$ cat src/rtl/gb_video_pkg.sv
// Shared definitions for the video block: PPU mode codes, DMA register
// offset, DMA controller state type and the echo-RAM source fold.
package gb_video_pkg;

  localparam logic [1:0] MODE_HBLANK = 2'd0;
  localparam logic [1:0] MODE_VBLANK = 2'd1;
  localparam logic [1:0] MODE_OAM    = 2'd2;
  localparam logic [1:0] MODE_XFER   = 2'd3;

  localparam logic [3:0] ADDR_DMA = 4'h6;

  typedef enum logic [1:0] {
    ST_IDLE  = 2'd0,
    ST_START = 2'd1,
    ST_XFER  = 2'd2
  } dma_state_t;

  // Sources at $E0xx and above are echo RAM and alias $C0xx upward.
  function automatic logic [7:0] echo_fold(input logic [7:0] hi);
    if (hi >= 8'hE0) begin
      return hi - 8'h20;
    end else begin
      return hi;
    end
  endfunction

endpackage

$ cat src/rtl/oam_dma_ctrl.sv
// OAM DMA sequencer and OAM write-port arbiter between the DMA engine and
// the CPU, with CPU access further gated by the PPU mode.
module oam_dma_ctrl
  import gb_video_pkg::*;
#(
  parameter int BYTES        = 160,
  parameter int CYC_PER_BYTE = 4,
  parameter int START_DELAY  = 4
) (
  input  logic        clk,
  input  logic        reset,
  input  logic        cpu_sel_dma,
  input  logic        cpu_sel_oam,
  input  logic        cpu_wr,
  input  logic [7:0]  cpu_addr,
  input  logic [7:0]  cpu_di,
  output logic [7:0]  cpu_do,
  input  logic [1:0]  mode,
  output logic        dma_rd,
  output logic [15:0] dma_addr,
  input  logic [7:0]  dma_data,
  output logic        oam_wr,
  output logic [7:0]  oam_addr,
  output logic [7:0]  oam_di,
  input  logic [7:0]  oam_do,
  output logic        dma_active,
  output logic        dma_bus_busy
);

  localparam int PW = (CYC_PER_BYTE > 1) ? $clog2(CYC_PER_BYTE) : 1;
  localparam int DW = (START_DELAY > 1) ? $clog2(START_DELAY) : 1;

  localparam logic [PW-1:0] PHASE_LAST = PW'(CYC_PER_BYTE - 1);
  localparam logic [PW-1:0] PHASE_WR   = PW'(2);
  localparam logic [DW-1:0] DELAY_LOAD = DW'(START_DELAY - 1);
  localparam logic [7:0]    BYTE_LAST  = 8'(BYTES - 1);

  dma_state_t      state;
  dma_state_t      state_next;
  logic [DW-1:0]   delay_cnt;
  logic [PW-1:0]   phase;
  logic [7:0]      byte_idx;
  logic [7:0]      dma_reg;
  logic [7:0]      src_hi;
  logic            dma_wr;
  logic            cpu_ok;

  assign dma_wr   = cpu_sel_dma && cpu_wr;
  assign dma_addr = {echo_fold(src_hi), byte_idx};

  // State register.
  always_ff @(posedge clk or posedge reset) begin
    if (reset) begin
      state <= ST_IDLE;
    end else begin
      state <= state_next;
    end
  end

  // Next state and state-derived bus ownership flags.
  always_comb begin
    state_next   = state;
    dma_active   = 1'b0;
    dma_bus_busy = 1'b0;
    dma_rd       = 1'b0;
    case (state)
      ST_IDLE: begin
        if (dma_wr) begin
          state_next = ST_START;
        end else begin
          state_next = ST_IDLE;
        end
      end
      ST_START: begin
        dma_bus_busy = 1'b1;
        if (dma_wr) begin
          state_next = ST_START;
        end else if (delay_cnt == {DW{1'b0}}) begin
          state_next = ST_XFER;
        end else begin
          state_next = ST_START;
        end
      end
      ST_XFER: begin
        dma_bus_busy = 1'b1;
        dma_active   = 1'b1;
        dma_rd       = 1'b1;
        if (dma_wr) begin
          state_next = ST_START;
        end else if ((phase == PHASE_LAST) && (byte_idx == BYTE_LAST)) begin
          state_next = ST_IDLE;
        end else begin
          state_next = ST_XFER;
        end
      end
      default: begin
        state_next = ST_IDLE;
      end
    endcase
  end

  // Start delay, per-byte phase and byte index; a $FF46 write restarts all three.
  always_ff @(posedge clk or posedge reset) begin
    if (reset) begin
      delay_cnt <= {DW{1'b0}};
      phase     <= {PW{1'b0}};
      byte_idx  <= 8'h00;
    end else if (dma_wr) begin
      delay_cnt <= DELAY_LOAD;
      phase     <= {PW{1'b0}};
      byte_idx  <= 8'h00;
    end else begin
      case (state)
        ST_START: begin
          if (delay_cnt != {DW{1'b0}}) begin
            delay_cnt <= delay_cnt - DW'(1);
          end else begin
            phase    <= {PW{1'b0}};
            byte_idx <= 8'h00;
          end
        end
        ST_XFER: begin
          if (phase == PHASE_LAST) begin
            phase    <= {PW{1'b0}};
            byte_idx <= byte_idx + 8'd1;
          end else begin
            phase <= phase + PW'(1);
          end
        end
        default: begin
          delay_cnt <= delay_cnt;
          phase     <= phase;
          byte_idx  <= byte_idx;
        end
      endcase
    end
  end

  // $FF46 register and latched source page.
  always_ff @(posedge clk or posedge reset) begin
    if (reset) begin
      dma_reg <= 8'h00;
      src_hi  <= 8'h00;
    end else if (dma_wr) begin
      dma_reg <= cpu_di;
      src_hi  <= cpu_di;
    end else begin
      dma_reg <= dma_reg;
      src_hi  <= src_hi;
    end
  end

  // OAM port mux and CPU read data; DMA owns the port outright during XFER.
  always_comb begin
    cpu_ok = (state != ST_XFER) && ((mode == MODE_HBLANK) || (mode == MODE_VBLANK));
    if (state == ST_XFER) begin
      oam_addr = byte_idx;
      oam_di   = dma_data;
      oam_wr   = (phase == PHASE_WR);
    end else begin
      oam_addr = cpu_addr;
      oam_di   = cpu_di;
      oam_wr   = cpu_ok && cpu_wr && cpu_sel_oam;
    end
    if (cpu_sel_oam) begin
      if (cpu_ok) begin
        cpu_do = oam_do;
      end else begin
        cpu_do = 8'hFF;
      end
    end else if (cpu_sel_dma) begin
      cpu_do = dma_reg;
    end else begin
      cpu_do = 8'hFF;
    end
  end

endmodule

$ cat config.mk
export PLATFORM = sky130hd
export DESIGN_NAME = oam_dma_ctrl
export DESIGN_NICKNAME = d
export VERILOG_FILES = /design/src/rtl/gb_video_pkg.sv /design/src/rtl/oam_dma_ctrl.sv
export SDC_FILE = /design/constraint.sdc
export NUM_CORES = 1
export LEC_CHECK = 0
export CORE_MARGIN = 1
export CORE_UTILIZATION = 40
export CTS_CLUSTER_DIAMETER = 60
export DETAILED_ROUTE_END_ITERATION = 7
export MAX_ROUTING_LAYER = met4
export PLACE_DENSITY = 0.93
export SYNTH_ARGS = -nofsm -noshare
export SYNTH_HDL_FRONTEND = slang
export SYNTH_SLANG_ARGS = --single-unit
$ cat constraint.sdc
create_clock -name clk -period 2.9 [get_ports clk]
set_input_delay 0.58 -clock clk [delete_from_list [all_inputs] [get_ports clk]]
set_output_delay 0.58 -clock clk [all_outputs]
set_load 0.005 [all_outputs]
---- Yosys cells after proc, flatten, opt, wreduce, memory -nomap -nowiden ----
Cells that the tools add are included.
cells by class
  $add $sub $neg .......................... 4
  magnitude comparators ................... 1
  eq/ne operators ......................... 9
  multiplexer cells ....................... 26
  reductions and logical operators ........ 17
operators with widths
  cell                 count
  $mux 8               9
  $mux 2               10
  $pmux 8 s2           1
  $add 8x1->8 const B  1
  $eq 8x8->1 const B   1
  $ge 8x8->1 const B   1
  $sub 8x6->8 const B  1
  $eq 2x2->1 const B   3
  $logic_not 2->1      3
  $ne 3x3->1 const B   2
  $pmux 2 s3           1
  $reduce_bool 2->1    3
  $logic_and 1x1->1    5
  $eq 2x1->1 const B   2
  $mux 1               4
  $pmux 2 s2           1
  $reduce_and 2->1     2
  $reduce_and 3->1     1
  $reduce_bool 3->1    1
  $add 2x1->2 const B  1
  $ne 2x2->1 const B   1
  $reduce_or 2->1      1
  $sub 2x1->2 const B  1
  $logic_or 1x1->1     1
word-level totals
  flip-flop bits (word level) ............. 22
  output and inout bits ................... 44

---- Longest topological paths before layout ----
  word-level depth ........................ 6
  mapped depth ............................ 7
  gate-level depth less buffers ........... 6

---- Worst setup path before layout ----
Ideal clock, no wire load.
  path type ............................... reg2out
  start ................................... register state[0]
  end ..................................... output port oam_addr[0]
  data arrival time ....................... 1.434 ns
  data required time ...................... 2.320 ns
  path slack .............................. 0.886 ns
  stages on the path, launching flop included .. 6
  buffers on the path ..................... 2
  path through ............................ dfrtp_1 inv_1 ha_1 buf_2 buf_2 mux2_2
on the way
  word-level cells in the longest chain between the ends .. 2
ends and longest elaborated chain
  what                    line                 RTL
  from (decl)             oam_dma_ctrl.sv:38   dma_state_t state;
  from (signal assigned)  oam_dma_ctrl.sv:56   state <= state_next;
  $eq 2x2->1              oam_dma_ctrl.sv:156  if (state == ST_XFER) begin
  $mux 8                  oam_dma_ctrl.sv:156
  to (decl)               oam_dma_ctrl.sv:23   output logic [7:0] oam_addr,
No other way between the ends.

---- Final worst setup path ----
  start ................................... register state[0]
  end ..................................... output port oam_addr[4]
Same word-level chain as after synthesis.

==> results.sh <==
export IMPL_ys_ff_latch=22
export IMPL_drc=0
export IMPL_power_frac_seq_pct=33.0
export IMPL_ioPinCount=83
export IMPL_ff2ff_path_depth=7
export IMPL_die_height_um=63.68
export IMPL_worstSetupEndpointType="primary output"
export IMPL_relSlewSlack_pct=45.25
export IMPL_grt_pass1_wl_um=6410
export IMPL_crit_end="oam_addr[4]"
export IMPL_switching_share_pct=32.09
export IMPL_skew_ps=6.464
export IMPL_dr_pass1_iters=4
export IMPL_final_hold_violation_count=0
export IMPL_place_area_um2=2333
export IMPL_gp_congestion=0.7518
export IMPL_coreArea_um2=3661
export IMPL_synth_top_area_share_pct=36.18
export IMPL_syn_cell_area_um2=1521
export IMPL_ys_seq_area_share_pct=36.18
export IMPL_rsz0062_at_grt="no"
export IMPL_synth_top_area_cell="dfrtp_1"
export IMPL_synth_cell_types=35
export IMPL_diodes=0
export IMPL_p_per_area_nw_per_um2=487.5
export IMPL_cts_made_buffers=3
export IMPL_finalSetupViolCount=0
export IMPL_r2r_end="byte_idx[3]$_DFFE_PP0P_"
export IMPL_cp_arrival_ps=2120
export IMPL_report_final_slew_viol_count=0
export IMPL_layout_commonest_cell="clkdlybuf4s50_1"
export IMPL_ys_warn_count=0
export IMPL_fin_area_um2=2389
export IMPL_p_int_mw=0.7908
export IMPL_hold_ws_ps=516.4
export IMPL_fmax_mhz=369.8
export IMPL_crit_path_max_fanout=17
export IMPL_status="finished clean"
export IMPL_synth_area_leaders="dfrtp_1 36%, mux2_2 12%, ha_1 7.4%"
export IMPL_hp_class="reg2reg"
export IMPL_via_per_inst=5.288
export IMPL_drt_iter0_markers=59
export IMPL_required_ps=2320
export IMPL_grt_pass1_vias=1376
export IMPL_netSwitchingPower_mw=0.3736
export IMPL_synth_cells=166
export IMPL_port_buffers=81
export IMPL_grt_remaining_overflow=0
export IMPL_place_detailed_hpwl_um=3110
export IMPL_clk_pin_slew_worst_paths_ps=80
export IMPL_postCtsResizedCells=0
export IMPL_drt_wirelength_per_cell_um=14.06
export IMPL_cts_max_path_buffers=2
export IMPL_leakagePower_nw=1.019
export IMPL_min_delay_start="src_hi[0]$_DFFE_PP0P_"
export IMPL_final_antenna_net_count=0
export IMPL_setup_tns_ps=0
export IMPL_insertion_delay_ps=270
export IMPL_rr_startpoint="state[0]$_DFF_PP0_"
export IMPL_grt_max_degree=23
export IMPL_nFillCells=292
export IMPL_final_layout_size_suffix_gt1_share_pct=11.25
export IMPL_drv_cap=0
export IMPL_avgSynthCellArea_um2=9.165
export IMPL_num_rows=22
export IMPL_postCtsSetupRepairBufs=0
export IMPL_critical_path_class="reg2out"
export IMPL_most_common_layout_cells="81 x clkdlybuf4s50_1, 27 x nand2_1, 22 x dfrtp_1"
export IMPL_clkPwrFrac_pct=19.3
export IMPL_clock_sinks=22
export IMPL_die_area_um2=4055
export IMPL_htreeDepth=1
export IMPL_critical_path_startpoint="state[0]$_DFF_PP0_"
export IMPL_cts_tree="done"
export IMPL_worstMarginPinSlew_ps=820.4
export IMPL_r2r_setup_slack_ps=930
export IMPL_ctsHoldBuffers=0
export IMPL_ir_drop_mv=0.3354
export IMPL_start_util_pct=41.56
export IMPL_die_x_um=63.68
export IMPL_pwr_share_comb_pct=47.8
export IMPL_start_kind="flip-flop"
export IMPL_syn_nets=214
export IMPL_fin_crit_ps=2704
export IMPL_vias=1523
export IMPL_grtUsageTotal_pct=20.80
export IMPL_wl_um=4048
export IMPL_timing_final_crit_share_pct=93.25
export IMPL_clockRootBuffer="clkbuf_8"
export IMPL_antenna_found_initial=0
export IMPL_nNetsFinal=289
export IMPL_area_growth_pct=56.99
critical path: stages (launching register included):
cell and delay (ps):
dfrtp_1 400, inv_1 90, ha_1 280, buf_4 270
mux2_2 360, clkdlybuf4s50_1 450
cell usage after synthesis (all sizes together):
master and instances:
nand2b 2, a21oi 5, and3 4, clkbuf 2, a211oi 1, or3 3, buf 12, a31oi 4
o21ai 11, nor4b 1, a32o 1, o211ai 1, mux2i 1, a32oi 2, inv 12, and2 1
nand4 2, ha 9, nand3 4, or2b 1, dfrtp 22, o31ai 1, nor2 7, a22o 1
xnor2 2, mux2 17, nand2 27, xor2 1, o22a 8, and4 1
sequential cells by signal, indices dropped and copies added, names as in the netlist:
signal / flops
byte_idx: 8
delay_cnt: 2
phase: 2
src_hi: 8
state: 2
routing by layer:
layer	global-route usage, %	part of all wire (%)	up-vias
met2	35.11	50	54
met3	3.804	6.6	4
met5	-	0	-
met4	7.670	1.5	0
met1	24.46	42	738
li1	-	-	727
how the worst min path moves through the flow:
stage	slack [ps]	cells past startpoint	end
final	520	2	src_hi[0]$_DFFE_PP0P_
after global routing	550	2	src_hi[0]$_DFFE_PP0P_
after CTS	520	2	src_hi[0]$_DFFE_PP0P_
after detailed placement	500	2	src_hi[0]$_DFFE_PP0P_
after global placement	490	2	delay_cnt[1]$_DFFE_PP0P_
after floorplan	470	2	src_hi[0]$_DFFE_PP0P_
power groups by stage:
stage                     clock network [mW]  logic [mW]  registers (mW)
after floorplan                            0       0.325           0.382
after global placement                     0       0.539           0.389
after detailed placement                   0       0.555           0.391
after CTS                              0.227       0.561           0.384
after global routing                   0.239       0.614           0.390
final                                  0.225       0.556           0.384
kinds of logic (layout without fill, tap and decap cells):
| family | count (synthesis) | count (layout) | synth area share (%) |
|---|---|---|---|
| flops | 22 | 22 | 36.18 |
| compound gates | 35 | 35 | 16.12 |
| simple gates | 53 | 53 | 16.78 |
| fa+ha+maj | 9 | 9 | 7.401 |
| xor+xnor | 3 | 3 | 1.727 |
| buf+inv | 26 | 100 | 8.305 |
| mux | 18 | 18 | 13.49 |
layout make-up:
type / count / area, um^2 / share of cell area, %
Tap cell: 48 / 60.06 / 2.514
Timing Repair Buffer: 84 / 833.3 / 34.89
Inverter: 12 / 45.04 / 1.886
Clock buffer: 4 / 55.05 / 2.305
Multi-Input combinational cell: 118 / 844.6 / 35.36
Sequential cell: 22 / 550.5 / 23.05
per-stage QoR:
| step | power, mW | utilization, % | std cells | setup slack, ps |
|---|---|---|---|---|
| floorplan | 0.7071 | - | 166 | 886.2 |
| global placement | 0.9283 | 63.74 | 284 | 280.8 |
| detailed placement | 0.9458 | 63.74 | 284 | 235.4 |
| CTS | 1.172 | 65.24 | 288 | 177.5 |
| global route | 1.243 | 65.24 | 288 | 82.83 |
| finish | 1.164 | 65.24 | 288 | 195.8 |
(Power assumes the default switching activity.)
